$ cat src/rtl/xor_pio_pkg.sv
// rtl/xor_pio_pkg.sv - shared types and constants for the XOR network PIO sequencer
package xor_pio_pkg;

    localparam int              Q_W           = 17;
    localparam logic [Q_W-1:0]  ONE_Q_DEFAULT = 17'h0FFFF;
    localparam logic [Q_W-1:0]  CLASS_THRESH  = 17'h08000;

    localparam logic [9:0]      REG_INPUT     = 10'd0;
    localparam logic [9:0]      REG_CTRL      = 10'd1;
    localparam logic [19:0]     ADDR_X1       = 20'd0;
    localparam logic [19:0]     ADDR_X2       = 20'd1;
    localparam logic [19:0]     ADDR_STATUS   = 20'd0;
    localparam logic [19:0]     ADDR_CLASS    = 20'd1;

    localparam int              ST_VALID      = 0;
    localparam int              ST_BUSY       = 1;
    localparam int              ST_CLASS      = 2;
    localparam int              ST_ERROR      = 8;
    localparam int              ST_ACK        = 31;

    // The capture of y_i happens on the edge that ends the last RUN cycle,
    // so a separate capture state would only add a cycle before the ack.
    typedef enum logic [1:0] {
        S_IDLE   = 2'd0,
        S_DECODE = 2'd1,
        S_RUN    = 2'd2,
        S_ACK    = 2'd3
    } seq_state_t;

endpackage

$ cat src/rtl/xor_pio_sequencer_toggle_hs.sv
// rtl/xor_pio_sequencer_toggle_hs.sv - request/ack toggle handshake (module pio_toggle_hs)
module pio_toggle_hs (
    input  logic clk,
    input  logic reset_n,
    input  logic req,
    input  logic take,
    input  logic ack_en,
    output logic pending,
    output logic ack
);

    logic seen_q;

    assign pending = (req != seen_q);

    always_ff @(posedge clk or negedge reset_n) begin
        if (!reset_n) begin
            seen_q <= 1'b0;
            ack    <= 1'b0;
        end else begin
            if (take)
                seen_q <= req;
            if (ack_en)
                ack <= seen_q;
        end
    end

endmodule

$ cat src/rtl/xor_pio_sequencer.sv
// rtl/xor_pio_sequencer.sv - PIO command sequencer for the XOR network (option: XOR_PIO_CLASSIFY_EN)
module xor_pio_sequencer
    import xor_pio_pkg::*;
#(
    parameter int             NET_LATENCY = 6,
    parameter logic [Q_W-1:0] ONE_Q       = ONE_Q_DEFAULT
) (
    input  logic             clk,
    input  logic             reset_n,
    input  logic [31:0]      pp_out_lw_axi,
    input  logic [31:0]      pp_out_axi,
    output logic [31:0]      pp_in_axi,
    output logic [31:0]      pp_in_lw_axi,
    output logic [Q_W-1:0]   x1_o,
    output logic [Q_W-1:0]   x2_o,
    input  logic [Q_W-1:0]   y_i
);

    seq_state_t     state;
    logic           cmd_we;
    logic [9:0]     cmd_reg;
    logic [19:0]    cmd_addr;
    logic [31:0]    cmd_data;
    logic [31:0]    in0_q;
    logic [31:0]    in1_q;
    logic [Q_W-1:0] y_q;
    logic [7:0]     cnt;
    logic           rv_q;
    logic           busy_q;
    logic           err_q;
    logic           cls_bit;
    logic           pending;
    logic           ack;
    logic [31:0]    status;

    pio_toggle_hs u_hs (
        .clk     (clk),
        .reset_n (reset_n),
        .req     (pp_out_lw_axi[31]),
        .take    (state == S_IDLE && pending),
        .ack_en  (state == S_ACK),
        .pending (pending),
        .ack     (ack)
    );

    wire is_x1     = (cmd_reg == REG_INPUT) && (cmd_addr == ADDR_X1);
    wire is_x2     = (cmd_reg == REG_INPUT) && (cmd_addr == ADDR_X2);
    wire is_ctrl   = (cmd_reg == REG_CTRL)  && (cmd_addr == ADDR_STATUS);
`ifdef XOR_PIO_CLASSIFY_EN
    wire is_class  = (cmd_reg == REG_CTRL)  && (cmd_addr == ADDR_CLASS);
    logic cls_q;
    assign cls_bit = cls_q;
`else
    assign cls_bit = 1'b0;
`endif

    assign x1_o = (in0_q == 32'd1) ? ONE_Q : '0;
    assign x2_o = (in1_q == 32'd1) ? ONE_Q : '0;

    always_comb begin
        status           = '0;
        status[ST_ACK]   = ack;
        status[ST_ERROR] = err_q;
        status[ST_CLASS] = cls_bit;
        status[ST_BUSY]  = busy_q;
        status[ST_VALID] = rv_q;
    end
    assign pp_in_lw_axi = status;

    always_ff @(posedge clk or negedge reset_n) begin
        if (!reset_n) begin
            state     <= S_IDLE;
            cmd_we    <= 1'b0;
            cmd_reg   <= '0;
            cmd_addr  <= '0;
            cmd_data  <= '0;
            in0_q     <= '0;
            in1_q     <= '0;
            y_q       <= '0;
            cnt       <= '0;
            rv_q      <= 1'b0;
            busy_q    <= 1'b0;
            err_q     <= 1'b0;
            pp_in_axi <= '0;
`ifdef XOR_PIO_CLASSIFY_EN
            cls_q     <= 1'b0;
`endif
        end else begin
            case (state)
                S_IDLE: begin
                    if (pending) begin
                        cmd_we   <= pp_out_lw_axi[30];
                        cmd_reg  <= pp_out_lw_axi[29:20];
                        cmd_addr <= pp_out_lw_axi[19:0];
                        cmd_data <= pp_out_axi;
                        state    <= S_DECODE;
                    end
                end
                S_DECODE: begin
                    state <= S_ACK;
                    if (cmd_we) begin
                        if (is_x1)
                            in0_q <= cmd_data;
                        else if (is_x2)
                            in1_q <= cmd_data;
                        else if (is_ctrl) begin
                            if (cmd_data[0]) begin
                                rv_q   <= 1'b0;
                                busy_q <= 1'b1;
                                cnt    <= 8'(NET_LATENCY - 1);
                                state  <= S_RUN;
                            end
                        end else
                            err_q <= 1'b1;
                    end else begin
                        if (is_x1)
                            pp_in_axi <= {15'b0, y_q};
                        else if (is_ctrl) begin
                            pp_in_axi <= status;
                            err_q     <= 1'b0;
                        end
`ifdef XOR_PIO_CLASSIFY_EN
                        else if (is_class)
                            pp_in_axi <= {31'b0, cls_q};
`endif
                        else begin
                            pp_in_axi <= '0;
                            err_q     <= 1'b1;
                        end
                    end
                end
                S_RUN: begin
                    if (cnt == 8'd0) begin
                        y_q    <= y_i;
                        rv_q   <= 1'b1;
                        busy_q <= 1'b0;
`ifdef XOR_PIO_CLASSIFY_EN
                        cls_q  <= (y_i >= CLASS_THRESH);
`endif
                        state  <= S_ACK;
                    end else
                        cnt <= cnt - 8'd1;
                end
                S_ACK: state <= S_IDLE;
                default: state <= S_IDLE;
            endcase
        end
    end

endmodule

$ cat config.mk
export PLATFORM = sky130hd
export DESIGN_NAME = xor_pio_sequencer
export DESIGN_NICKNAME = d
export VERILOG_FILES = /design/src/rtl/xor_pio_pkg.sv /design/src/rtl/xor_pio_sequencer_toggle_hs.sv /design/src/rtl/xor_pio_sequencer.sv
export SDC_FILE = /design/constraint.sdc
export NUM_CORES = 1
export LEC_CHECK = 0
export BUFFER_PORTS_ARGS = -buffer_cell sky130_fd_sc_hd__buf_2
export CAP_MARGIN = 5
export CORE_MARGIN = 2
export CORE_UTILIZATION = 45
export CTS_BUF_LIST = sky130_fd_sc_hd__clkbuf_4
export CTS_CLUSTER_SIZE = 24
export DETAILED_ROUTE_END_ITERATION = 10
export GPL_TIMING_DRIVEN = 1
export PLACE_DENSITY = 0.8
export SKIP_LAST_GASP = 1
export SLEW_MARGIN = 20
export SYNTH_ARGS = -nofsm -noshare
export SYNTH_HDL_FRONTEND = slang
export SYNTH_SLANG_ARGS = --single-unit
$ cat constraint.sdc
create_clock -name clk -period 2.4 [get_ports clk]
set_input_delay 0.24 -clock clk [delete_from_list [all_inputs] [get_ports clk]]
set_output_delay 0.24 -clock clk [all_outputs]
set_load 0.05 [all_outputs]
==> out/metrics.yaml, run 1 <==
final_layout:
  fin_util_pct: 57.7
  area_delta_synth_final_pct: 26.3
  stdcell_area_sq_um: 9910
  nets: 875
  drive_above_1_share_pct: 45.9
  reg_top3: "cmd_data (32), in0_q (32), in1_q (32)"
grt:
  grt_max_degree: 70
  grt_usage_pct: 17.8
  grt_first_pass_wirelength_microns: 25600
  overflow: 0
  grt_pass1_vias: 5190
  antenna_found_initial: 1
run_status:
  status: "finished, violations left"
  violations: "negative setup slack"
floorplan:
  die_h_microns: 136
  initial_core_util_pct: 45.7
  io_pins: 181
  die_w_microns: 136
  fp.coreArea_sq_um: 17200
  die-area_sq_um: 18500
  std_cell_rows: 48
power_and_ir_drop:
  p_total_mw: 8.76
  cellPowerDensity_nw_per_um2: 884
  leakagePower_nw: 4.83
  ir_drop_uv: 491
min_path:
  min_path_type: "primary input to async pin"
critical_path:
  critical_path.startpoint: "cmd_reg[3]$_DFFE_PN0P_"
  critPathKind: "flip-flop to flip-flop"
  crit_path_end_kind: "flip-flop"
  arrival_ns: 2.91
  critPathTopFamily: "simple AND/OR/NAND/NOR gates"
  cp-start-kind: "flip-flop"
  crit_path_frequent_cell: "or4_4"
  critPathSlowestCell: "or4_4"
  crit_chain: "or4_4 -> or2_4 -> or4_4 -> or4b_4 -> nand3_2"
  worstPathRequired_ns: 2.90
  cp.buffers_inverters: 0
  r2r_start: "cmd_reg[3]$_DFFE_PN0P_"
  cp_max_fo: 4
  cpPeakStageDelay_ns: 0.55
clock_network:
  cts.htree.levels: 4
  root_buffer: "clkbuf_4"
  cts_tree: "done"
  numCtsBuffers: 17
  clk-insertion-delay-late_ns: 0.55
  cts.clk_slew.worst_paths_ns: 0.14
  cts_sinks: 177
  clock_path_buffers: 2
placement:
  hpwl_microns: 9980
  io_buffers: 136
  postPlaceCellArea_sq_um: 8530
  dp_slack_ns: -0.0609
  globalplace.congestion: 0.866
drt:
  wl_per_cell_microns: 15.9
  drtIter0Drc: 195
  drt-vias-per-instance: 4.99
  first_pass_iters: 4
  vias: 5111
  remaining_drc_errors: 0
  wirelength_microns: 16300
  ant_nets: 0
sta:
  finClkSkew_ns: 0.0153
  slew_headroom_pct: 62.1
  period_share_pct: 101
  fmax_mhz: 414
  fin_ws_ns: -0.0170
  setup_viol_count_final: 3
  final.min_clock_period_ns: 2.42
  slew_viol_final: 0
  worst_pin_slew_ns: 0.564
  rsz0062_at_grt: "yes"
  finalHoldViolCount: 0
synth:
  yosysSeqAreaShare_pct: 56.5
  synthSimpleGateAreaFrac_pct: 6.33
  synth.avg_cell_area_sq_um: 13.5
  synthMuxAreaShare_pct: 21.7
  ys_types: 50
  synthXorXnorAreaFrac_pct: 0.112
  syn_inst: 580
  synth_area_sq_um: 7850
  ys_seq_elements: 177
  synth_top_family_by_area: "multiplexers"
  yosys_warnings: 0
  synth_compound_area_share_pct: 4.86
  synth_fa_ha_area_share_pct: 1.12
flow_run:
  maxCapViolations: 0
[cells in the mapped netlist (all sizes together)]
library cell,number,share of area (%)
dfrtp,177,56
mux2,147,21
buf,91,8.3
nor4,22,1.9
a22o,14,1.6
nand2,13,0.62
o21ai,13,0.83
inv,11,0.53
clkbuf,10,0.48
ha,7,1.1
nor2,7,0.43
or4,7,0.81
nand4,6,0.48
a21oi,5,0.32
mux2i,5,0.64
nand3,4,0.26
a211o,3,0.33
a31oi,3,0.24
nand2b,3,0.24
nor3,3,0.19
nor4b,3,0.33
nor3b,2,0.19
o211ai,2,0.19
o311a,2,0.26
o31ai,2,0.19
or3,2,0.22
or4b,2,0.26
a2111oi,1,0.11
a21bo,1,0.13
a21o,1,0.096
a2bb2oi,1,0.11
and3,1,0.096
conb,1,0.048
nand3b,1,0.096
o221ai,1,0.11
o2bb2ai,1,0.11
o32a,1,0.13
o41a,1,0.14
or2,1,0.080
or3b,1,0.11
xnor2,1,0.11
[through the flow]
stage	setup TNS [ns]	hold slack (ns)	std cells
final	-0.0289	0.192	1024
after global placement	-0.0148	0.231	902
after global routing	-1.02	0.174	1024
after floorplan	0	-0.0556	623
after detailed placement	-0.0994	0.230	902
after CTS	-0.502	0.170	1020
[worst reg2reg max path, cell delays in order (launching register included)]
cell and delay, ns:
dfrtp_1 0.40, or4_4 0.54, or2_4 0.26, or4_4 0.55, or4b_4 0.53, nand3_2 0.08
[cells in the final DEF, fill, tap and decap left out, drive strengths merged, types with 3 or more instances in the layout]
cell type	count
a211o	3
a21oi	5
a22o	14
a31oi	3
buf	161
clkbuf	19
clkinv	7
conb	44
dfrtp	177
dlygate4sd3	82
ha	7
inv	14
mux2	147
mux2i	5
nand2	13
nand2b	3
nand3	4
nand4	6
nor2	8
nor3	3
nor4	22
nor4b	3
o21ai	13
or4	7
[final timing paths]
path / to / slack [ns] / depth (start not counted)
max: cnt[5]$_DFFE_PN0P_ / -0.02 / 5
min in group clk: y_q[14]$_DFFE_PN0P_ / 0.44 / 3
max reg2reg: cnt[5]$_DFFE_PN0P_ / -0.02 / 5
min: cmd_reg[9]$_DFFE_PN0P_ / 0.19 / 2
max in group asynchronous: y_q[5]$_DFFE_PN0P_ / 1.44 / 3
min reg2reg: pp_in_axi[5]$_DFFE_PN0P_ / 0.50 / 1
[layer usage]
| layer | part of all wire (%) | routed length [microns] | up-vias | GRT usage (%) |
|---|---|---|---|---|
| li1 | - | - | 2374 | - |
| met1 | 43 | 7010 | 2562 | 21.8 |
| met2 | 52 | 8400 | 159 | 31.1 |
| met3 | 4.3 | 706 | 16 | 3.80 |
| met4 | 1.2 | 189 | 0 | 5.90 |
| met5 | 0 | 0 | - | 0 |
[cells by family (layout without fill, tap and decap cells)]
| family | count (synthesis) | in the layout |
|---|---|---|
| AO/OA/AOI/OAI | 52 | 52 |
| buffers and inverters | 112 | 286 |
| other | 1 | 45 |
| flip-flops | 177 | 177 |
| XOR/XNOR | 1 | 1 |
| AND/OR/NAND/NOR | 78 | 79 |
| adder cells (fa/ha/maj) | 7 | 7 |
| multiplexers | 152 | 152 |
[timing repair]
action                                  in CTS  in global routing
endpoints found under the hold margin      133                  0
gates resized for setup                     30                 39
cloned                                       1                  0
setup buffers                                3                  3
endpoints found under the setup margin      35                 35
pin swaps                                    6                  8
hold buffers                                82                  0
[area by class of cell]
type                       instances  area [sq um]
clock buffer                      19           143
antenna                            1          2.50
clock inverter                    13           135
multi-input combinational        335          3000
inverter                          11          41.3
tap                              225           282
timing repair buffer             243          1870
fill                            1363          7270
sequential                       177          4430
[power by group]
part | internal, mW | total (mW) | switching, mW
Sequential | 3.79 | 4.37 | 0.579
Clock | 0.644 | 1.67 | 1.02
Combinational | 1.40 | 2.73 | 1.32
Total | 5.84 | 8.76 | 2.92
Note: power is estimated with default switching activity, not from simulation.
==> inputs of run 2 (changes only) <==
CTS_BUF_LIST = sky130_fd_sc_hd__clkbuf_4 sky130_fd_sc_hd__clkbuf_8 sky130_fd_sc_hd__clkbuf_16   (was sky130_fd_sc_hd__clkbuf_4)
==> run 2 against run 1 <==
  * The run now ends clean
  * Wire length down 12%
  * Core utilization down 3.8 points
  * Flip-flop and latch count unchanged
  * Hold slack worse by 0.15 ns
  * Via count down 6.9%
  * Non-clock buffer count down 83
  * Die area unchanged
  * Sequential share of layout area up 3.2 points
==> out/metrics.yaml, run 2 (synthesis results as in run 1) <==
drt:
  wl_per_cell_microns: 15.3
  vias: 4756
  remaining_drc_errors: 0
  ant_nets: 0
  wirelength_microns: 14400
  first_pass_iters: 4
  drt-vias-per-instance: 5.05
  drtIter0Drc: 214
sta:
  rsz0062_at_grt: "yes"
  fmax_mhz: 420
  period_share_pct: 99.1
  slew_headroom_pct: 62.2
  setup_viol_count_final: 0
  finClkSkew_ns: 0.00557
  final.min_clock_period_ns: 2.38
  slew_viol_final: 0
  worst_pin_slew_ns: 0.561
  finalHoldViolCount: 0
  tns_ns: 0
  hold_slack_ns: 0.0425
critical_path:
  r2r_start: "cmd_addr[15]$_DFFE_PN0P_"
  r2r_cells: 5
  critPathTopFamily: "simple AND/OR/NAND/NOR gates"
  cp-start-kind: "flip-flop"
  crit_path_end_kind: "flip-flop"
  crit_path_frequent_cell: "or4_4"
  cpPeakStageDelay_ns: 0.55
  timing.rr.end: "cnt[5]$_DFFE_PN0P_"
  cp.buffers_inverters: 0
  r2r_slack_ns: 0.02
  worstPathRequired_ns: 2.76
  crit_chain: "or4_4 -> or2_4 -> or4_4 -> or4b_4 -> nand3_2"
  critPathKind: "flip-flop to flip-flop"
  critPathSlowestCell: "or4b_4"
  cp_max_fo: 4
  arrival_ns: 2.74
power_and_ir_drop:
  leakagePower_nw: 4.61
  cellPowerDensity_nw_per_um2: 1050
  ir_drop_uv: 514
  p_total_mw: 9.70
run_status:
  status: "complete, no violations"
final_layout:
  fin_util_pct: 53.8
  drive_above_1_share_pct: 50.1
  final_common_cell: "dfrtp_1"
  nets: 792
  area_delta_synth_final_pct: 17.9
  layout_common_cells: "177 x dfrtp_1, 143 x mux2_2, 135 x buf_2"
  reg_top3: "cmd_data (32), in0_q (32), in1_q (32)"
placement:
  globalplace.congestion: 0.866
  hpwl_microns: 9980
  io_buffers: 136
grt:
  grt_first_pass_wirelength_microns: 23200
  grt_usage_pct: 16.1
  grt_max_degree: 70
  antenna_found_initial: 2
  overflow: 0
  grt_pass1_vias: 4720
floorplan:
  std_cell_rows: 48
  die_h_microns: 136
  initial_core_util_pct: 45.7
  fp.coreArea_sq_um: 17200
  die-area_sq_um: 18500
  io_pins: 181
  die_w_microns: 136
clock_network:
  cts.clk_slew.worst_paths_ns: 0.07
  cts.htree.levels: 4
  root_buffer: "clkbuf_16"
  cts_sinks: 177
  clk-insertion-delay-late_ns: 0.42
  cts_tree: "done"
  clock_path_buffers: 2
  numCtsBuffers: 17
min_path:
  min_to: "y_q[14]$_DFFE_PN0P_"
  min_path_cells: 2
  holdCritStartpoint: "y_i[14]"
  min_path_type: "primary input to flip-flop"
flow_run:
  maxCapViolations: 0
-- run 2: report_power, final --
part	total, mW	internal, mW	switching [mW]	leakage, nW
registers	4.37	3.80	0.565	2.29
clock network	2.74	1.59	1.15	0.292
logic	2.59	1.31	1.28	2.03
-- run 2: per-layer routing --
layer	GRT usage [%]	up-vias	share of wire (%)
met5	0	-	0.083
met3	3.99	21	5.1
met4	6.94	2	1.8
li1	-	2213	-
met2	26.7	146	48
met1	20.1	2374	45
-- run 2: layout make-up --
class,instances,area (sq um)
sequential,177,4430
clock inverter,12,131
timing repair buffer,160,952
fill,1464,7930
inverter,11,41.3
multi-input combinational,335,2960
tap,225,282
clock buffer,20,454
antenna,1,2.50
-- run 2: how the worst max path moves through the flow --
stage	from	to	slack, ns	cells past startpoint
after floorplan	cnt[0]$_DFFE_PN0P_	cnt[0]$_DFFE_PN0P_	0.03	7
after global placement	cmd_addr[13]$_DFFE_PN0P_	cnt[0]$_DFFE_PN0P_	-0.01	5
after detailed placement	cmd_addr[13]$_DFFE_PN0P_	cnt[4]$_DFFE_PN0P_	-0.06	6
after CTS	cmd_addr[13]$_DFFE_PN0P_	cnt[4]$_DFFE_PN0P_	-0.04	6
after global routing	cmd_addr[15]$_DFFE_PN0P_	cnt[5]$_DFFE_PN0P_	-0.04	5
final	cmd_addr[15]$_DFFE_PN0P_	cnt[5]$_DFFE_PN0P_	0.02	5
-- run 2: timing repair --
| action | in CTS | in global routing |
|---|---|---|
| buffers inserted | 2 | 3 |
| endpoints found under the setup margin | 34 | 53 |
| hold buffers | 1 | 0 |
| gates resized for setup | 6 | 12 |
| hold endpoints to repair | 52 | 0 |
| cloned | 0 | 1 |
| pin swaps | 3 | 12 |
-- run 2: through the flow --
| step | instances | setup slack [ns] | instance area, sq um |
|---|---|---|---|
| after floorplan | 623 | 0.0259 | 8010 |
| after global placement | 902 | -0.00987 | 8530 |
| after detailed placement | 902 | -0.0609 | 8530 |
| after CTS | 937 | -0.0426 | 9170 |
| after global routing | 940 | -0.0449 | 9250 |
| final | 941 | 0.0208 | 9250 |
